[src/rtl/result_uart_tx_pkg.sv]
// Shared types and constants for the adder-result UART transmitter.
package result_tx_pkg;
  localparam int   RES_W   = 5;
  localparam int   BYTE_W  = 8;
  localparam logic TX_IDLE = 1'b1;

  typedef enum logic [2:0] {
    ST_IDLE,
    ST_START,
    ST_DATA,
    ST_PARITY,
    ST_STOP
  } tx_state_t;
endpackage

[src/rtl/result_uart_tx_if.sv]
// Valid/ready result handshake between the adder and the UART transmitter.
interface result_uart_tx_if;
  import result_tx_pkg::*;

  logic             res_valid;
  logic [RES_W-1:0] res_data;
  logic             res_ready;

  modport master (output res_valid, output res_data, input  res_ready);
  modport slave  (input  res_valid, input  res_data, output res_ready);
endinterface

[src/rtl/result_uart_tx_fifo.sv]
// Synchronous FIFO with write valid/ready, read valid/pop and occupancy count.
module result_fifo #(
  parameter int WIDTH = 5,
  parameter int DEPTH = 4
) (
  input  logic                   clk,
  input  logic                   rst,
  input  logic                   i_wr_valid,
  output logic                   o_wr_ready,
  input  logic [WIDTH-1:0]       i_wr_data,
  output logic                   o_rd_valid,
  input  logic                   i_rd_pop,
  output logic [WIDTH-1:0]       o_rd_data,
  output logic [$clog2(DEPTH):0] o_count
);
  localparam int PTR_W = $clog2(DEPTH);
  localparam int CNT_W = PTR_W + 1;

  logic [WIDTH-1:0] r_mem [DEPTH];
  logic [PTR_W-1:0] r_wr_ptr;
  logic [PTR_W-1:0] r_rd_ptr;
  logic [CNT_W-1:0] r_count;
  logic             w_push;
  logic             w_pop;

  // Full/empty come straight from the registered count.
  assign o_wr_ready = (r_count != CNT_W'(DEPTH));
  assign o_rd_valid = (r_count != '0);
  assign w_push     = i_wr_valid && o_wr_ready;
  assign w_pop      = i_rd_pop && o_rd_valid;
  assign o_rd_data  = r_mem[r_rd_ptr];
  assign o_count    = r_count;

  always_ff @(posedge clk) begin
    if (rst) begin
      r_wr_ptr <= '0;
      r_rd_ptr <= '0;
      r_count  <= '0;
    end else begin
      if (w_push) r_wr_ptr <= r_wr_ptr + PTR_W'(1);
      if (w_pop)  r_rd_ptr <= r_rd_ptr + PTR_W'(1);
      case ({w_push, w_pop})
        2'b10:   r_count <= r_count + CNT_W'(1);
        2'b01:   r_count <= r_count - CNT_W'(1);
        default: r_count <= r_count;
      endcase
    end
  end

  always_ff @(posedge clk) begin
    if (w_push) r_mem[r_wr_ptr] <= i_wr_data;
  end
endmodule

[src/rtl/result_uart_tx.sv]
// Buffers adder results and sends each as one UART byte {3'b000, result}.
// Define RESULT_TX_PARITY_EN for 8E1 framing; default build is 8N1.
//
// state     | meaning
// ST_IDLE   | line high, pops the FIFO when it holds an entry
// ST_START  | start bit (low)
// ST_DATA   | 8 data bits, LSB first
// ST_PARITY | even parity bit (parity build only)
// ST_STOP   | stop bit (high)
module result_uart_tx
  import result_tx_pkg::*;
#(
  parameter int CLKS_PER_BIT = 16,
  parameter int FIFO_DEPTH   = 4
) (
  input  logic                        clk,
  input  logic                        rst,
  result_uart_tx_if.slave             bus,
  output logic                        tx,
  output logic                        tx_busy,
  output logic [$clog2(FIFO_DEPTH):0] fifo_count
);
  localparam int                BAUD_W    = $clog2(CLKS_PER_BIT);
  localparam logic [BAUD_W-1:0] BAUD_LAST = BAUD_W'(CLKS_PER_BIT - 1);

  tx_state_t         r_state, w_state_nxt;
  logic [BAUD_W-1:0] r_baud, w_baud_nxt;
  logic [2:0]        r_bit_idx, w_bit_idx_nxt;
  logic [BYTE_W-1:0] r_shift, w_shift_nxt;
  logic              r_tx, w_tx_nxt;
  logic              w_baud_done;
  logic              w_fifo_valid;
  logic              w_pop;
  logic [RES_W-1:0]  w_fifo_data;
`ifdef RESULT_TX_PARITY_EN
  logic              r_parity, w_parity_nxt;
`endif

  result_fifo #(
    .WIDTH (RES_W),
    .DEPTH (FIFO_DEPTH)
  ) u_fifo (
    .clk        (clk),
    .rst        (rst),
    .i_wr_valid (bus.res_valid),
    .o_wr_ready (bus.res_ready),
    .i_wr_data  (bus.res_data),
    .o_rd_valid (w_fifo_valid),
    .i_rd_pop   (w_pop),
    .o_rd_data  (w_fifo_data),
    .o_count    (fifo_count)
  );

  assign w_baud_done = (r_baud == BAUD_LAST);
  assign tx          = r_tx;
  assign tx_busy     = (r_state != ST_IDLE);

  always_comb begin
    w_state_nxt   = r_state;
    w_bit_idx_nxt = r_bit_idx;
    w_shift_nxt   = r_shift;
    w_tx_nxt      = TX_IDLE;
    w_pop         = 1'b0;
`ifdef RESULT_TX_PARITY_EN
    w_parity_nxt  = r_parity;
`endif
    if (r_state == ST_IDLE || w_baud_done) w_baud_nxt = '0;
    else                                   w_baud_nxt = r_baud + BAUD_W'(1);

    // The pin flop follows the current state, so tx trails the FSM by one cycle.
    case (r_state)
      ST_IDLE: begin
        if (w_fifo_valid) begin
          w_pop         = 1'b1;
          w_state_nxt   = ST_START;
          w_shift_nxt   = {{(BYTE_W - RES_W){1'b0}}, w_fifo_data};
          w_bit_idx_nxt = '0;
`ifdef RESULT_TX_PARITY_EN
          w_parity_nxt  = ^w_fifo_data;
`endif
        end
      end
      ST_START: begin
        w_tx_nxt = 1'b0;
        if (w_baud_done) w_state_nxt = ST_DATA;
      end
      ST_DATA: begin
        w_tx_nxt = r_shift[0];
        if (w_baud_done) begin
          w_shift_nxt = r_shift >> 1;
          if (r_bit_idx == 3'd7) begin
`ifdef RESULT_TX_PARITY_EN
            w_state_nxt = ST_PARITY;
`else
            w_state_nxt = ST_STOP;
`endif
          end else begin
            w_bit_idx_nxt = r_bit_idx + 3'd1;
          end
        end
      end
`ifdef RESULT_TX_PARITY_EN
      ST_PARITY: begin
        w_tx_nxt = r_parity;
        if (w_baud_done) w_state_nxt = ST_STOP;
      end
`endif
      ST_STOP: begin
        w_tx_nxt = TX_IDLE;
        if (w_baud_done) w_state_nxt = ST_IDLE;
      end
      default: w_state_nxt = ST_IDLE;
    endcase
  end

  always_ff @(posedge clk) begin
    if (rst) begin
      r_state   <= ST_IDLE;
      r_baud    <= '0;
      r_bit_idx <= '0;
      r_shift   <= '0;
      r_tx      <= TX_IDLE;
`ifdef RESULT_TX_PARITY_EN
      r_parity  <= 1'b0;
`endif
    end else begin
      r_state   <= w_state_nxt;
      r_baud    <= w_baud_nxt;
      r_bit_idx <= w_bit_idx_nxt;
      r_shift   <= w_shift_nxt;
      r_tx      <= w_tx_nxt;
`ifdef RESULT_TX_PARITY_EN
      r_parity  <= w_parity_nxt;
`endif
    end
  end
endmodule

[src/flat_wrapper.sv]
// flat-port wrapper written by rule: the top's interface ports become plain ports
module result_uart_tx_flat import result_tx_pkg::*;
#(
  parameter int CLKS_PER_BIT = 16,
  parameter int FIFO_DEPTH   = 4
)
  (clk, rst, tx, tx_busy, fifo_count, bus_res_valid, bus_res_data, bus_res_ready);
  result_uart_tx_if bus_i ();
  input  logic clk;
  input  logic rst;
  output logic tx;
  output logic tx_busy;
  output logic [$clog2(FIFO_DEPTH):0] fifo_count;
  input wire logic [$bits(bus_i.res_valid)-1:0] bus_res_valid;
  input wire logic [$bits(bus_i.res_data)-1:0] bus_res_data;
  output wire logic [$bits(bus_i.res_ready)-1:0] bus_res_ready;
  assign bus_i.res_valid = bus_res_valid;
  assign bus_i.res_data = bus_res_data;
  assign bus_res_ready = bus_i.res_ready;
  result_uart_tx #(.CLKS_PER_BIT(CLKS_PER_BIT), .FIFO_DEPTH(FIFO_DEPTH)) u_core (.clk(clk), .rst(rst), .bus(bus_i), .tx(tx), .tx_busy(tx_busy), .fifo_count(fifo_count));
endmodule
[config.mk]
export PLATFORM = sky130hd
export DESIGN_NAME = result_uart_tx_flat
export DESIGN_NICKNAME = d
export VERILOG_FILES = /design/src/rtl/result_uart_tx_pkg.sv /design/src/rtl/result_uart_tx_if.sv /design/src/rtl/result_uart_tx_fifo.sv /design/src/rtl/result_uart_tx.sv /design/src/flat_wrapper.sv
export SDC_FILE = /design/constraint.sdc
export NUM_CORES = 1
export LEC_CHECK = 0
export BUFFER_PORTS_ARGS = -buffer_cell sky130_fd_sc_hd__buf_2
export CAP_MARGIN = 20
export CORE_MARGIN = 2
export CORE_UTILIZATION = 40
export DETAILED_ROUTE_END_ITERATION = 8
export SLEW_MARGIN = 20
export SYNTH_ARGS = -nofsm -noshare
export SYNTH_HDL_FRONTEND = slang
export SYNTH_SLANG_ARGS = --single-unit
export TNS_END_PERCENT = 10
[constraint.sdc]
create_clock -name clk -period 3.2 [get_ports clk]
set_clock_uncertainty 0.2 [all_clocks]
set_input_delay 0.16 -clock clk [delete_from_list [all_inputs] [get_ports clk]]
set_output_delay 0.16 -clock clk [all_outputs]
set_load 0.05 [all_outputs]
# --- After elaboration in Yosys (flattened, before gate mapping) ---
# Memories as Yosys holds them, arrays and structs flattened. A register that Yosys moved wholly into a read port is not among the register bits.
# Cells that the tools add are included.
op_classes:
  addsub: 6
  muxes: 21
  n_reduce_logical: 12
  n_eq_ne: 14
op_table:
  columns: ["op", "count"]
  rows:
  - ["$mux W3", 8]
  - ["$mux W8", 2]
  - ["$pmux W8 S2", 1]
  - ["$pmux W3 S2", 2]
  - ["$pmux W3 S4", 1]
  - ["$ne A2 B1 Y1 const B", 4]
  - ["$add A3 B1 Y3 const B", 2]
  - ["$eq A3 B3 Y1 const B", 2]
  - ["$reduce_bool A3 Y1", 2]
  - ["$reduce_and A5 Y1", 1]
  - ["$add A2 B1 Y2 const B", 2]
  - ["$add A4 B1 Y4 const B", 1]
  - ["$eq A4 B4 Y1 const B", 1]
  - ["$mux W1", 4]
  - ["$mux W2", 2]
  - ["$ne A2 B2 Y1 const B", 2]
  - ["$reduce_and A4 Y1", 1]
  - ["$reduce_bool A2 Y1", 2]
  - ["$eq A3 B1 Y1 const B", 1]
  - ["$eq A3 B2 Y1 const B", 1]
  - ["$logic_not A3 Y1", 1]
  - ["$ne A3 B3 Y1 const B", 1]
  - ["$reduce_and A3 Y1", 1]
  - ["$sub A3 B1 Y3 const B", 1]
  - ["other kinds (6)", 7]
word_totals:
  reg_bits: 26
  mem_count: 1
  mem_bits_rw: 20
memory_table:
  columns: ["name", "depth", "width", "read_ports", "rd_ports_with_merged_regs", "wr", "line_no", "text"]
  rows:
  - ["u_core.u_fifo.r_mem", 4, 5, 1, 1, 1, "result_uart_tx_fifo.sv:19", "logic [WIDTH-1:0] r_mem [DEPTH];"]

# --- Depth between registers and ports, before layout ---
# Gate-level depths: netlist of the first run.
depth:
  depth_word: 6
  ltp_mapped: 10
  mapped_depth_nobuf: 9

# --- Cells and area by module ---
# From an unflattened synthesis of the first run, not the netlist that was laid out.
hier_totals:
  cells_unflattened: 161
  area_unflattened_um2: 1984.4
modules_own_cells:
  columns: ["mod", "instances", "seq_area_each_um2", "cells_per_inst", "area_per_inst_um2"]
  rows:
  - ["result_fifo", 1, 780.7, 78, 1216.2]
  - ["result_uart_tx", 1, 320.3, 83, 768.2]

# --- Worst setup path before layout of the first run ---
# No wires, ideal clock.
synth_timing:
  path_kind: "reg-to-reg"
  start: "register u_core.u_fifo.r_count[2], in the netlist u_core.u_fifo.o_count[2]"
  end: "register u_core.u_fifo.r_count[2], in the netlist u_core.u_fifo.o_count[2]"
  path_slack_ns: 0.174
  synth_period_minus_slack_ns: 3.026
  arrival_time_ns: 2.755
  n_path_buf: 1
  required_time_ns: 2.930
  setup_ns: 0.070
  stages_incl_launch_ff: 10
  path_cell_list: "dfxtp_1 > or3b_1 > clkbuf_1 > nand2_1 > ha_1 > inv_1 > fa_1 > xor2_1 > or3_1 > a21oi_1"
synth_rtl:
  columns: ["element", "line_no", "text"]
  rows:
  - ["from (decl)", "result_uart_tx_fifo.sv:22", "logic [CNT_W-1:0] r_count;"]
  - ["from (signal assigned)", "result_uart_tx_fifo.sv:43", "2'b10: r_count <= r_count + CNT_W'(1);"]
  - ["from (signal assigned)", "result_uart_tx_fifo.sv:44", "2'b01: r_count <= r_count - CNT_W'(1);"]
  - ["from (signal assigned)", "result_uart_tx_fifo.sv:45", "default: r_count <= r_count;"]
  - ["$ne A3 B3 Y1 (*)", "result_uart_tx_fifo.sv:27", "assign o_wr_ready = (r_count != CNT_W'(DEPTH));"]
  - ["via bus_res_ready", "flat_wrapper.sv:16", "output wire logic [$bits(bus_i.res_ready)-1:0] bus_res_ready;"]
  - ["$logic_and A1 B1 Y1 (*)", "result_uart_tx_fifo.sv:29", "assign w_push = i_wr_valid && o_wr_ready;"]
  - ["$eq A2 B1 Y1 / $eq A2 B2 Y1 (equally long branches)", "result_uart_tx_fifo.sv:42", "case ({w_push, w_pop})"]
  - ["$pmux W3 S2 / $reduce_bool A2 Y1 (equally long branches)", null, null]
# Mark *: on every way through the listed nets, which the timed path passes. The rest lies on a longest branch.
# A chain may end at the register's enable or synchronous reset.

# --- Worst setup path in the final report of the first run ---
layout_timing:
  start: "register u_core.r_state[0]"
  end: "register u_core.u_fifo.r_count[2], in the netlist u_core.u_fifo.o_count[2]"
layout_via:
  elab_chain_len: 5
layout_rtl:
  columns: ["element", "line_no", "text"]
  rows:
  - ["from (decl)", "result_uart_tx.sv:26", "tx_state_t r_state, w_state_nxt;"]
  - ["from (signal assigned)", "result_uart_tx.sv:127", "r_state <= w_state_nxt;"]
  - ["$logic_not A3 Y1 (*)", "result_uart_tx.sv:71", "case (r_state)"]
  - ["$mux W1 (*)", "result_uart_tx.sv:71", null]
  - ["$logic_and A1 B1 Y1 (*)", "result_uart_tx_fifo.sv:30", "assign w_pop = i_rd_pop && o_rd_valid;"]
  - ["via u_core.u_fifo.w_pop", "result_uart_tx_fifo.sv:24", "logic w_pop;"]
  - ["$eq A2 B1 Y1 / $eq A2 B2 Y1 (equally long branches)", "result_uart_tx_fifo.sv:42", null]
  - ["$pmux W3 S2 / $reduce_bool A2 Y1 (equally long branches)", null, null]
# Marks and branches as above.

==> results.yml, run 1 <==
yosys:
  synth_common_cells: "dfxtp_1, edfxtp_1, nor2_1"
  synthArstFlopShare_pct: 0
  synth_area_um2: 2010
  ys_seq_area_share_pct: 54.8
  synth-edff-count: 20
  synthTopCellsByArea: "edfxtp_1, dfxtp_1, mux4_2, ha_1, a21oi_1"
  synth.avg_cell_area_um2: 12.6
  synth_top_cell_area_share_pct: 29.9
  yosys_register_bits: 45
  synth_most_common_cell: "dfxtp_1"
  synthCells: 160
  synthFlopType: "dfxtp_1"
  yosysUniqueCellTypes: 43
  ys.warnings.count: 0
  yosysTopAreaCell: "edfxtp_1"
  synth_fp_nets: 177
worst_setup_path:
  start_kind: "flip-flop"
  reg2reg_slack_ns: 0.58
  cp_data_required_time_ns: 3.22
  cp_max_fo: 9
  end_kind: "flip-flop"
  worstRegToRegCells: 9
  reg2reg_to: "u_core.u_fifo.o_count[2]"
  crit_type: "reg -> reg"
  r2r-start: "u_core.r_state[0]"
  arrival_ns: 2.64
status:
  status: "completed"
placement:
  portBuffers: 13
  dpl.hpwl_mm: 2.62
  dp_worst_setup_slack_ns: 0.649
  placed_cell_area_um2: 2090
  gp_congestion: 0.785
clock_tree:
  hold_buffers: 6
  cts_made_buffers: 5
  clkSinkCount: 45
  cts_max_level: 2
  clkLatencyLatePin_ns: 0.29
  tritoncts: "done"
  post-cts-setup-buffers: 0
  clk_path_buf_depth: 2
  root_buffer: "clkbuf_8"
  cts_resized: 0
  clk_pin_slew_ns: 0.08
sta:
  tightestPinTransition_ns: 0.463
  finalCritPeriodShare_pct: 82.0
  max-slew-margin-rel_pct: 69.0
  setup_viol: 0
  setup-tns-final_ns: 0
  drv_slew: 0
  fmax_mhz: 381
  fin_ws_ns: 0.576
  rsz0062_at_grt: "no"
  hold_violations: 0
  fin_crit_ns: 2.62
  holdWs_ns: 0.0700
power:
  ir_drop_mv: 0.285
  p_per_area_nw_per_um2: 814
  leakage_nw: 0.829
final_layout:
  final_core_util_pct: 46.7
  diodes: 0
  final_nets: 193
  synthToLayoutAreaGrowth_pct: 11.2
  drive_gt1_share_pct: 18.6
  fin_area_um2: 2240
hold_path:
  worstHoldEndpoint: "u_core.u_fifo.o_count[1]"
  hold_path_class: "in -> reg"
  worstHoldPathCells: 2
  min-delay-start: "rst"
drt:
  ant_nets: 0
  via_per_inst: 5.26
  highest_layer: "met4"
  drc: 0
  drt-met1-wl_mm: 1.62
  routed_wl_mm: 3.69
  wl_met3_um: 115
  vias: 1283
  wl_met2_mm: 1.90
  wl_per_cell_um: 15.1
  drtPass1Iterations: 4
  drt_iter0_drc: 98
grt:
  grt_pass1_vias: 1223
  overflow: 0
  antenna_found_initial: 0
  grt_pass1_wl_mm: 5.87
  grt_max_degree: 23
  grt.total_usage_pct: 14.6
flow_run:
  cap_violations: 0
floorplan:
  fp-row-count: 25
  die_w_um: 74.9
  die_h_um: 74.9
  die_area_um2: 5610
  ioPinCount: 14
  core_area_um2: 4790
  start_util_pct: 42.0
sequential cells by signal, indices dropped and copies added (netlist names), named ones only:
name and cells:
u_core.u_fifo.r_mem 20, u_core.r_shift 5, u_core.u_fifo.r_wr_ptr 2, u_core.r_bit_idx 3
u_core.u_fifo.r_rd_ptr 2, u_core.tx 1, u_core.u_fifo.o_count 3, u_core.r_state 3
u_core.r_baud 4
final cells by class:
type,count,area [µm²]
clock buffer,5,68.8
inverter,9,33.8
fill,431,2550
sequential,45,1100
multi-input combinational,96,806
timing repair buffer,19,125
clock inverter,3,17.5
tap,67,83.8
per-stage QoR:
| stage | total power [W] | std cells |
|---|---|---|
| final | 0.00182 | 244 |
| after global routing | 0.00194 | 244 |
| after CTS | 0.00184 | 244 |
| after detailed placement | 0.00149 | 230 |
| after global placement | 0.00146 | 230 |
| after floorplan | 0.00136 | 160 |
worst max-delay path by stage:
stage / from / endpoint / slack [ns]
floorplan: u_core.u_fifo.o_count[2] / u_core.u_fifo.o_count[2] / 0.17
global placement: u_core.u_fifo.o_count[2] / u_core.u_fifo.o_count[2] / 0.79
detailed placement: u_core.r_state[0] / u_core.u_fifo.o_count[2] / 0.65
CTS: u_core.r_state[0] / u_core.u_fifo.o_count[2] / 0.59
global route: u_core.r_state[0] / u_core.u_fifo.o_count[2] / 0.42
finish: u_core.r_state[0] / u_core.u_fifo.o_count[2] / 0.58
critical path: stages (launching register included):
cell,delay (ns)
dfxtp_1,0.42
nor3_4,0.37
inv_2,0.14
nor2_1,0.14
ha_1,0.20
inv_1,0.07
fa_1,0.40
xor2_1,0.17
or3_1,0.30
a21oi_1,0.15
power breakdown:
part	switching, W	internal, W	total (W)
sequential	0.0000986	0.000708	0.000807
clock	0.000179	0.000151	0.000330
combinational	0.000402	0.000281	0.000683
cells by family after synthesis:
kind of cell             share of synthesized area [%]
adder cells (fa/ha/maj)                           5.97
AND/OR/NAND/NOR                                   12.8
AO/OA/AOI/OAI                                     12.2
buffers and inverters                             5.16
flip-flops                                        54.8
XOR/XNOR                                          1.74
multiplexers                                      7.34
layout by cell type (no fill, tap or decap), types with 6 or more instances in the layout:
cell type,n
nor2_1,9
inv_1,8
edfxtp_1,20
a21oi_1,8
dfxtp_1,25
ha_1,8
dlygate4sd3_1,6
buf_2,13
nand3_1,7
metal layers:
| metal | vias to the layer above | track usage [%] |
|---|---|---|
| li1 | 623 | - |
| met1 | 626 | 17.6 |
| met2 | 26 | 24.9 |
| met3 | 8 | 3.88 |
| met4 | 0 | 5.75 |
| met5 | - | 0 |
(Power assumes the default switching activity.)
==> inputs of run 2 (changes only) <==
Clock period 3.2 ns to 2.5 ns, I/O delays scaled along.
==> run 2 against run 1 <==
  * Register-to-register slack got worse by 0.37 ns
  * Core utilization increased by 1.3 points
  * Final cell count increased by 2.0%
  * Non-clock buffer count increased by 5
  * Worst hold slack improved by 0.18 ns
  * Critical path type unchanged
  * Largest cell class unchanged
  * Setup slack got worse by 0.37 ns
  * Clock power increased by 35%
  * Combinational power increased by 35%
==> results.yml, run 2 (synthesis gave the netlist of run 1 again) <==
final_layout:
  largest_reg_flops: 20
  synthToLayoutAreaGrowth_pct: 14.3
  largest_registers: "u_core.u_fifo.r_mem x20, u_core.r_shift x5, u_core.r_baud x4"
  diodes: 0
  regArea_um2: 1110
  final_nets: 198
  final_common_cell: "dfxtp_1"
  final_cell_mix: "dfxtp_1, edfxtp_1, buf_2, nor2_1"
  fillers: 419
  regMostFlops: "u_core.u_fifo.r_mem"
  drive_gt1_share_pct: 23.6
  multi_input_area_um2: 813
drt:
  drt_iter0_drc: 49
  drc: 0
  ant_nets: 0
  routed_wl_mm: 3.43
  drtPass1Iterations: 4
  vias: 1300
  via_per_inst: 5.22
  wl_per_cell_um: 13.8
worst_setup_path:
  cp_max_fo: 6
  start_kind: "flip-flop"
  end_kind: "flip-flop"
  crit_type: "reg -> reg"
  cp_data_required_time_ns: 2.52
  arrival_ns: 2.32
grt:
  grt.total_usage_pct: 13.7
  grt_max_degree: 23
  antenna_found_initial: 0
  overflow: 0
  grt_pass1_vias: 1239
  grt_pass1_wl_mm: 5.64
floorplan:
  core_area_um2: 4790
  fp-row-count: 25
  ioPinCount: 14
  die_area_um2: 5610
  start_util_pct: 42.0
  die_h_um: 74.9
  die_w_um: 74.9
clock_tree:
  clkLatencyLatePin_ns: 0.29
  clk_path_buf_depth: 2
  cts_max_level: 2
  root_buffer: "clkbuf_8"
  clkSinkCount: 45
  tritoncts: "done"
  clk_pin_slew_ns: 0.08
  cts_resized: 0
  cts_made_buffers: 5
status:
  status: "completed"
sta:
  finalCritPeriodShare_pct: 91.9
  drv_slew: 0
  tightestPinTransition_ns: 0.409
  setup-tns-final_ns: 0
  fin_crit_ns: 2.30
  setup_viol: 0
  fin_ws_ns: 0.202
  fmax_mhz: 435
  rsz0062_at_grt: "no"
  max-slew-margin-rel_pct: 72.6
  hold_violations: 0
placement:
  dp_worst_setup_slack_ns: 0.219
  dpl.hpwl_mm: 2.52
  portBuffers: 13
  gp_congestion: 0.799
power:
  ir_drop_mv: 0.438
  leakage_nw: 0.855
  p_per_area_nw_per_um2: 1050
hold_path:
  hold_path_class: "reg -> reg"
flow_run:
  cap_violations: 0
[run 2: changes by cell type in the layout (fill, tap and decap cells not counted), sizes merged]
cell	change
clkinv	-1
dlygate4sd3	+1
clkbuf	+1
buf	+4
[run 2: final timing paths]
kind	from	end	slack (ns)	cells after the start
worst min register to register	u_core.r_baud[0]	u_core.r_baud[0]	0.25	1
worst max register to register	u_core.u_fifo.o_count[1]	u_core.u_fifo.o_count[2]	0.20	8
worst min-delay path	u_core.r_baud[0]	u_core.r_baud[0]	0.25	1
worst max-delay path	u_core.u_fifo.o_count[1]	u_core.u_fifo.o_count[2]	0.20	8
[run 2: layout make-up]
type / instances / area share, %
repair buffers: 24 / 7.19
inverters: 9 / 1.47
flip-flops and latches: 45 / 48.3
clock buffers: 6 / 3.59
well taps: 67 / 3.65
multi-input cells: 96 / 35.4
clock inverters: 2 / 0.381
[run 2: layer usage]
metal,wire length (µm),vias up,global-route usage (%)
li1,-,642,-
met1,1550,637,16.9
met2,1740,15,22.8
met3,81,6,2.95
met4,59,0,6.75
met5,0,-,0
[run 2: critical path, stage by stage, from the launching register on]
cell,delay (ns)
dfxtp_4,0.37
or3b_1,0.41
nand2_2,0.09
ha_2,0.18
inv_1,0.05
fa_2,0.33
xor2_1,0.15
or3_1,0.30
a21oi_1,0.14
[run 2: what timing repair did]
item	CTS	global route
endpoints found under the hold margin	23	0
setup buffers	0	0
hold buffers	7	0
[run 2: where the power goes]
group | switching [W] | total, W | internal, W
sequential | 0.000122 | 0.00104 | 0.000917
combinational | 0.000512 | 0.000923 | 0.000411
clock | 0.000226 | 0.000445 | 0.000219
total | 0.000860 | 0.00241 | 0.00155
[run 2: per-stage QoR]
stage	cell area, µm²	hold WS [ns]	power [W]	instances	util, %
detailed placement	2140	0.140	0.00198	234	44.6
floorplan	2040	0.0239	0.00178	160	-
global placement	2140	0.134	0.00194	234	44.6
CTS	2300	0.256	0.00244	249	48.0
global route	2300	0.295	0.00256	249	48.0
finish	2300	0.253	0.00241	249	48.0
